## src/rtl/sha256_pkg.sv

```systemverilog
// sha256_pkg: shared types, FIPS 180-4 initial hash value and FSM encoding
// for the SHA-256 compression core.
package sha256_pkg;
    typedef logic [31:0] word_t;

    localparam int ROUNDS_DEFAULT = 64;

    localparam word_t IV0 = 32'h6a09e667;
    localparam word_t IV1 = 32'hbb67ae85;
    localparam word_t IV2 = 32'h3c6ef372;
    localparam word_t IV3 = 32'ha54ff53a;
    localparam word_t IV4 = 32'h510e527f;
    localparam word_t IV5 = 32'h9b05688c;
    localparam word_t IV6 = 32'h1f83d9ab;
    localparam word_t IV7 = 32'h5be0cd19;
    localparam logic [255:0] IV = {IV0, IV1, IV2, IV3, IV4, IV5, IV6, IV7};

    typedef enum logic [1:0] {IDLE, ROUND, FINAL, DONE} state_t;

    function automatic word_t rotr(input word_t x, input int n);
        return (x >> n) | (x << (32 - n));
    endfunction
endpackage

```

## src/rtl/sha256_round.sv

```systemverilog
// sha256_round: one combinational SHA-256 round; a..h packed with a in the MSBs.
module sha256_round
    import sha256_pkg::*;
(
    input  logic [255:0] vars_in,
    input  word_t        w,
    input  word_t        k,
    output logic [255:0] vars_out
);
    word_t a, b, c, d, e, f, g, h, t1, t2;

    always_comb begin
        {a, b, c, d, e, f, g, h} = vars_in;
        t1 = h + (rotr(e, 6) ^ rotr(e, 11) ^ rotr(e, 25)) + ((e & f) ^ (~e & g)) + k + w;
        t2 = (rotr(a, 2) ^ rotr(a, 13) ^ rotr(a, 22)) + ((a & b) ^ (a & c) ^ (b & c));
        vars_out = {t1 + t2, a, b, c, d + t1, e, f, g};
    end
endmodule

```

## src/rtl/sha256_compress.sv

```systemverilog
// sha256_compress: iterative SHA-256 block compression, one round per accepted
// W/K pair, with chaining through the digest register.
module sha256_compress
    import sha256_pkg::*;
#(
    parameter int ROUNDS = ROUNDS_DEFAULT
) (
    input  logic         clk,
    input  logic         rst_n,
    input  logic         start,
    input  logic         first_block,
    input  logic         w_valid,
    input  word_t        w_in,
    input  word_t        k_in,
    output logic         w_ready,
    output logic         busy,
    output logic         done,
    output logic [255:0] digest,
    output logic [6:0]   round
);
    state_t       state_q, state_d;
    logic [6:0]   round_q, round_d;
    logic [255:0] vars_q, vars_d, vars_next;
    logic [255:0] digest_q, digest_d;
    logic         first_q, first_d;
    logic         busy_q, busy_d, done_q, done_d, w_ready_q, w_ready_d;

    sha256_round u_round (
        .vars_in  (vars_q),
        .w        (w_in),
        .k        (k_in),
        .vars_out (vars_next)
    );

    always_comb begin
        state_d  = state_q;
        round_d  = round_q;
        vars_d   = vars_q;
        digest_d = digest_q;
        first_d  = first_q;
        case (state_q)
            IDLE: if (start) begin
                state_d = ROUND;
                round_d = '0;
                first_d = first_block;
                vars_d  = first_block ? IV : digest_q;
            end
            ROUND: if (w_valid) begin
                vars_d  = vars_next;
                round_d = round_q + 7'd1;
                state_d = (round_q == 7'(ROUNDS - 1)) ? FINAL : ROUND;
            end
            // The chaining value is the IV for a first block, so the IV is added
            // here rather than preloaded into digest (digest only moves in FINAL).
            FINAL: begin
                for (int i = 0; i < 8; i++)
                    digest_d[32*i +: 32] = (first_q ? IV[32*i +: 32] : digest_q[32*i +: 32]) + vars_q[32*i +: 32];
                state_d = DONE;
            end
            default: state_d = IDLE;
        endcase
        busy_d    = state_d != IDLE;
        done_d    = state_d == DONE;
        w_ready_d = state_d == ROUND;
    end

    always_ff @(posedge clk or negedge rst_n) begin
        if (!rst_n) begin
            state_q   <= IDLE;
            round_q   <= '0;
            vars_q    <= '0;
            digest_q  <= '0;
            first_q   <= 1'b0;
            busy_q    <= 1'b0;
            done_q    <= 1'b0;
            w_ready_q <= 1'b0;
        end else begin
            state_q   <= state_d;
            round_q   <= round_d;
            vars_q    <= vars_d;
            digest_q  <= digest_d;
            first_q   <= first_d;
            busy_q    <= busy_d;
            done_q    <= done_d;
            w_ready_q <= w_ready_d;
        end
    end

    assign w_ready = w_ready_q;
    assign busy    = busy_q;
    assign done    = done_q;
    assign digest  = digest_q;
    assign round   = round_q;
endmodule

```

## config.mk

```make
export PLATFORM = sky130hd
export DESIGN_NAME = sha256_compress
export DESIGN_NICKNAME = d
export VERILOG_FILES = /design/src/rtl/sha256_pkg.sv /design/src/rtl/sha256_round.sv /design/src/rtl/sha256_compress.sv
export SDC_FILE = /design/constraint.sdc
export NUM_CORES = 2
export LEC_CHECK = 0
export ABC_AREA = 0
export BUFFER_PORTS_ARGS = -buffer_cell sky130_fd_sc_hd__buf_2
export CORE_ASPECT_RATIO = 1.75
export CORE_MARGIN = 3
export CORE_UTILIZATION = 30
export CTS_BUF_LIST = sky130_fd_sc_hd__clkbuf_4
export DETAILED_ROUTE_END_ITERATION = 10
export GPL_ROUTABILITY_DRIVEN = 0
export SYNTH_ARGS = -nofsm -noshare
export SYNTH_HDL_FRONTEND = slang
export SYNTH_SLANG_ARGS = --single-unit
```

## constraint.sdc

```tcl
create_clock -name clk -period 18.51 [get_ports clk]
set_clock_uncertainty 0.1 [all_clocks]
set_input_delay 3.702 -clock clk [delete_from_list [all_inputs] [get_ports clk]]
set_output_delay 3.702 -clock clk [all_outputs]
set_load 0.05 [all_outputs]
```

Word level (Yosys, flattened, before mapping)
Index checks and enable logic that the tools add are counted.
{"block": "op_classes", "add_sub_neg": 16, "n_eq_ne": 7, "n_mux": 19, "n_bitwise": 19, "reduce_logical": 5}
{"op": "two-way mux 256 bit", "count": 3}
{"op": "case mux 256 bit (2 select lines)", "count": 1}
{"op": "adder 32 bit", "count": 15}
{"op": "two-way mux 32 bit", "count": 8}
{"op": "XOR 32 bit", "count": 7}
{"op": "AND 32 bit", "count": 5}
{"op": "NOT 32 bit", "count": 1}
{"op": "OR 10 x 32 -> 32 bit", "count": 1}
{"op": "OR 19 x 32 -> 32 bit", "count": 1}
{"op": "OR 21 x 32 -> 32 bit", "count": 1}
{"op": "OR 26 x 32 -> 32 bit", "count": 1}
{"op": "OR 30 x 32 -> 32 bit", "count": 1}
{"op": "OR 7 x 32 -> 32 bit", "count": 1}
{"op": "two-way mux 7 bit", "count": 2}
{"op": "case mux 7 bit (2 select lines)", "count": 1}
{"op": "adder 7 x 1 -> 7 bit (second input constant)", "count": 1}
{"op": "== test 7 x 6 -> 1 bit (second input constant)", "count": 1}
{"op": "two-way mux 2 bit", "count": 3}
{"op": "case mux 2 bit (3 select lines)", "count": 1}
{"op": "== test 2 x 1 -> 1 bit (second input constant)", "count": 2}
{"op": "== test 2 bit (second input constant)", "count": 2}
{"op": "inequality test 2 bit (second input constant)", "count": 2}
{"op": "nonzero test 2 bit", "count": 2}
{"op": "AND reduction 3 bit", "count": 1}
{"op": "2 further kinds", "count": 2}
{"block": "totals", "ff_bits": 525, "in_bits": 69, "output_inout_bits": 266, "word_cells": 74}

Depth between registers and ports, before layout
{"block": "depth", "word_depth": 10, "mapped_depth": 34, "depth_no_buf": 33}

Hierarchy
From an unflattened synthesis, not the netlist that was laid out.
{"block": "hier_totals", "cells_unflattened": 5721, "area_unflattened_um2": 47385.4}
{"module": "sha256_compress", "instances": 1, "cells_each": 4342, "area_each_um2": 36217.2, "seq_area_each_um2": 13137.6}
{"module": "sha256_round", "instances": 1, "cells_each": 1379, "area_each_um2": 11168.2, "seq_area_each_um2": 0.0}

Least setup slack after synthesis
Ideal clock, no wire load.
{"block": "synth_timing", "path_kind": "input port to flip-flop", "start": "input port w_in[2]", "end": "register vars_q[252]", "setup_ns": 0.119, "arrival_time_ns": 9.832, "required_time_ns": 18.291, "setup_slack_ns": 8.459, "path_stages": 32, "n_path_buf": 0, "path_cell_list": "inv_1 > fa_1 > inv_1 > fa_1 > fa_1 > ha_1 > a21o_1 > a21oi_1 > o21bai_1 > a21oi_1 > a211o_1 > o31ai_1 > a21o_1 > a21o_1 > a21o_1 > a21oi_1 > xnor2_1 > inv_1 > fa_1 > inv_1 > ha_1 > nand4_1 > nor3_1 > and4_1 > a32oi_1 > a21oi_1 > a41oi_1 > nor2b_1 > o21ai_1 > xnor2_1 > o21ai_0 > o21a_1"}
{"block": "synth_via", "elab_chain_len": 4}
{"element": "from (decl)", "line_no": "sha256_compress.sv:13", "source": "input word_t w_in,"}
{"element": "adder 32 bit", "line_no": "sha256_round.sv:14", "source": "t1 = h + (rotr(e, 6) ^ rotr(e, 11) ^ rotr(e, 25)) + ((e & f) ^ (~e & g)) + k + w;"}
{"element": "adder 32 bit", "line_no": "sha256_round.sv:16", "source": "vars_out = {t1 + t2, a, b, c, d + t1, e, f, g};"}
{"element": "two-way mux 256 bit", "line_no": "sha256_compress.sv:48", "source": "ROUND: if (w_valid) begin"}
{"element": "case mux 256 bit (2 select lines)", "line_no": "sha256_compress.sv:41", "source": "case (state_q)"}
{"element": "to (signal assigned)", "line_no": "sha256_compress.sv:80", "source": "vars_q <= vars_d;"}
{"element": "to (decl)", "line_no": "sha256_compress.sv:23", "source": "logic [255:0] vars_q, vars_d, vars_next;"}
Every way passes these cells. The select of a mux whose other input is x is not followed.
A chain may end at the register's enable or synchronous reset.

Final worst setup path
Ends and elaborated chain as after synthesis.

==> metrics.log <==
INFO  metric postLayoutCoreUtil = 0.340
INFO  metric grt_pass1_wl = between 200,000 and 300,000 µm
INFO  metric required = just under 20 ns
INFO  metric clock-root-buffer = sky130_fd_sc_hd__clkbuf_4
INFO  metric cts_hold_repair.buffers = 0
INFO  metric worst_r2r_endpoint = vars_q[252]$_DFFE_PN0P_
INFO  metric final_area = ~50,000 µm²
INFO  metric timing.hold.worst.class = register to register
INFO  metric timing.hold.worst.start = digest[167]$_DFFE_PN0N_
INFO  metric maxClockFrequency = roughly 0.098 GHz
INFO  metric hold-path-endpoint = digest[167]$_DFFE_PN0N_
INFO  metric clock_slew_at_reported_path_ffs = 0.07 ns
INFO  metric tritoncts.num_buffers = around 150
INFO  metric num-nets-final = approximately 6,000
INFO  metric post_drt_via_cell_ratio = between 5 and 6
INFO  metric cp_slowest_cell = sky130_fd_sc_hd__o31ai_1
INFO  metric detailed_place.area = around 47,000 µm²
INFO  metric final_period_minus_worst_setup_slack = between 10 and 15 ns
INFO  metric grt_overflow_total = 0
INFO  metric postSynthNetCount = 5,800
INFO  metric worstSetupPathType = primary input to register
INFO  metric floorplan.initialDensity = 0.302
INFO  metric syn-instance-count = ~5,300
INFO  metric maxSlewHeadroom = 0.297
INFO  metric slew_viol_final = 0
INFO  metric clkSinkCount = about 530
INFO  metric detail_route.wirelength = between 150,000 and 200,000 µm
INFO  metric final-hold-violation-count = 0
INFO  metric post-route-period-util = 0.551
INFO  metric crit_path_max_incr_delay = between 0.8 and 0.9 ns
INFO  metric setup.worst_path.start_class = primary input
INFO  metric die_height = 510 µm
INFO  metric crit_path_end_kind = register
INFO  metric drt.antenna.violating_nets = 0
INFO  metric synthesis.area_per_instance = around 8.3 µm²
INFO  metric dp_cells = approximately 7,200
INFO  metric grt_antenna_before_repair = 10
INFO  metric arrival_time_worst_endpoint = about 11 ns
INFO  metric post-cts-setup-buffer-count = 0
INFO  metric cp-startpoint = w_in[2]
INFO  metric grt_pass1_vias = 40,000
INFO  metric io_buffer_count = 334
INFO  metric transition_time_at_the_pin_with_the_least_slew_margin = about 1.0 ns
INFO  metric fp.dieW = between 200 and 300 µm
INFO  metric min_path_cells = 2
INFO  metric report.final.setup_viol = 0
INFO  metric cell_area_after_synthesis = approximately 43,000 µm²
INFO  metric cts.repair.resized = 0
INFO  metric cts_tree = done
INFO  metric critical_path.reg2reg.startpoint = vars_q[122]$_DFFE_PN0P_
INFO  metric layout-drive-gt1-share = 0.147
INFO  metric critPathMaxFanout = 7
INFO  metric drt-initial-drc-count = roughly 3,500
INFO  metric layout-area-overhead-vs-synth = 12.4%
INFO  metric most-common-layout-cells = 626 x sky130_fd_sc_hd__nand2_1, 577 x sky130_fd_sc_hd__o21ai_0, 524 x sky130_fd_sc_hd__dfrtp_1, 470 x sky130_fd_sc_hd__a21oi_1, 375 x sky130_fd_sc_hd__nor2_1
INFO  metric ff2ff_setup_slack = 10.37 ns
INFO  metric synth_edf_count = 0
INFO  metric cts_max_path_buffers = 3
INFO  metric drc = 0
INFO  metric synth_cell_type_count = 79
INFO  metric status = complete, no violations
INFO  metric floorplan.rows = ~180
INFO  metric detail_route.wl_per_cell = ~25 µm
INFO  metric detailroute.via_count = 41,000
INFO  metric final.setup.tns = 0 ns
INFO  metric layout.cells.non_filler = between 7,000 and 8,000
INFO  metric yosysSeqAreaShare = 0.302
INFO  metric asyncSetResetFlopFracSynth = 1.00
INFO  metric maxcap_viol_count = 0
INFO  metric drt_pre_antenna_iters = 9
INFO  metric ctsHtreeMaxLevel = 4
INFO  metric reg2reg_depth = 31
INFO  metric grt_setup_unrepaired = no
INFO  metric post_dp_hpwl = around 140,000 µm
INFO  metric postSynthRegisterBits = 525
INFO  metric postSynth.topFlopCell = sky130_fd_sc_hd__dfrtp_1
INFO  metric grt_max_degree = 161
INFO  metric floorplan.die_area = approximately 150,000 µm²
INFO  metric insertion_delay = roughly 1.2 ns
INFO  metric coreArea = 144,000 µm²
INFO  metric number_of_top_level_design_ports = 335
INFO  metric layout_commonest_cell = sky130_fd_sc_hd__nand2_1
INFO  metric groute.usage.overall = 0.244
INFO  metric yosysWarningCount = 0
area by class of cell:
cell class,instances,area [µm²]
Fill cell,15100,95000
Multi-Input combinational cell,4153,28200
Sequential cell,525,13100
Tap cell,1860,2330
Timing Repair Buffer,380,2060
Clock buffer,220,1650
Inverter,306,1150
Clock inverter,38,279
Antenna cell,10,25.0
synth_stat cells (15+ instances only):
| library cell | n | area, µm² |
|---|---|---|
| sky130_fd_sc_hd__a211oi_1 | 36 | 270 |
| sky130_fd_sc_hd__a21o_1 | 196 | 1470 |
| sky130_fd_sc_hd__a21oi_1 | 470 | 2350 |
| sky130_fd_sc_hd__a221oi_1 | 15 | 131 |
| sky130_fd_sc_hd__a22oi_1 | 19 | 143 |
| sky130_fd_sc_hd__a31o_2 | 15 | 131 |
| sky130_fd_sc_hd__a31oi_1 | 20 | 125 |
| sky130_fd_sc_hd__and3_1 | 19 | 119 |
| sky130_fd_sc_hd__clkbuf_1 | 258 | 968 |
| sky130_fd_sc_hd__dfrtp_1 | 525 | 13100 |
| sky130_fd_sc_hd__fa_1 | 133 | 2660 |
| sky130_fd_sc_hd__ha_1 | 342 | 4280 |
| sky130_fd_sc_hd__inv_1 | 305 | 1140 |
| sky130_fd_sc_hd__mux2_2 | 25 | 282 |
| sky130_fd_sc_hd__nand2_1 | 629 | 2360 |
| sky130_fd_sc_hd__nand2b_1 | 65 | 407 |
| sky130_fd_sc_hd__nand3_1 | 47 | 235 |
| sky130_fd_sc_hd__nand4_1 | 22 | 138 |
| sky130_fd_sc_hd__nor2_1 | 377 | 1420 |
| sky130_fd_sc_hd__nor2b_1 | 138 | 863 |
| sky130_fd_sc_hd__nor3_1 | 38 | 190 |
| sky130_fd_sc_hd__nor3b_1 | 18 | 135 |
| sky130_fd_sc_hd__o211ai_1 | 17 | 128 |
| sky130_fd_sc_hd__o21a_1 | 48 | 360 |
| sky130_fd_sc_hd__o21ai_0 | 577 | 2890 |
| sky130_fd_sc_hd__o21ai_1 | 49 | 245 |
| sky130_fd_sc_hd__o21bai_1 | 38 | 285 |
| sky130_fd_sc_hd__o22ai_1 | 20 | 125 |
| sky130_fd_sc_hd__o31ai_1 | 23 | 173 |
| sky130_fd_sc_hd__or2_2 | 143 | 895 |
| sky130_fd_sc_hd__or3_1 | 24 | 150 |
| sky130_fd_sc_hd__xnor2_1 | 261 | 2290 |
| sky130_fd_sc_hd__xor2_1 | 175 | 1530 |
critical path, delay by kind of cell:
family | cells | cell delay [ns]
buf+inv | 5 | 0.34
xor+xnor | 2 | 0.41
fa+ha+maj | 6 | 2.65
compound gates | 16 | 3.15
simple gates | 4 | 0.86
worst max path at each step:
| stage | end | slack [ns] | cells past startpoint |
|---|---|---|---|
| final | vars_q[252]$_DFFE_PN0P_ | 8.32 | 33 |
| after global routing | vars_q[252]$_DFFE_PN0P_ | 8.02 | 33 |
| after CTS | vars_q[252]$_DFFE_PN0P_ | 8.51 | 33 |
| after detailed placement | vars_q[252]$_DFFE_PN0P_ | 7.29 | 33 |
| after global placement | vars_q[252]$_DFFE_PN0P_ | 7.36 | 33 |
| after floorplan | vars_q[252]$_DFFE_PN0P_ | 8.46 | 32 |
sequential cells by signal, indices dropped and copies added, names as in the netlist:
signal	flops
digest	256
state_q	2
round	7
first_q	1
vars_q	256
done	1
w_ready	1
busy	1
layer usage:
metal	track usage	wire length, µm	share of wire	vias up
met4	0.191	17500	0.094	6
met5	0	34	0.00018	-
met1	0.266	65600	0.35	19800
li1	-	-	-	18600
met3	0.0627	15900	0.086	592
met2	0.404	87000	0.47	1909
metrics by stage:
| step | hold WS (ns) | setup slack, ns |
|---|---|---|
| after detailed placement | 0.416 | 7.29 |
| after global placement | 0.400 | 7.36 |
| after floorplan | 0.384 | 8.46 |
| final | 0.426 | 8.32 |
| after CTS | 0.427 | 8.51 |
| after global routing | 0.456 | 8.02 |
kinds of logic after synthesis:
family | count (synthesis) | synth area share
buffers and inverters | 578 | 0.0499
DFF | 525 | 0.302
xor gates and xnor gates | 437 | 0.0883
adders and majority gates | 477 | 0.160
AOI/OAI and AO/OA | 1638 | 0.224
and+or+nand+nor | 1564 | 0.166
muxes | 37 | 0.00923
Power is left out: the tool's default activity adds up to more than one toggle a clock period on the data nets, which glitch-free logic cannot reach.
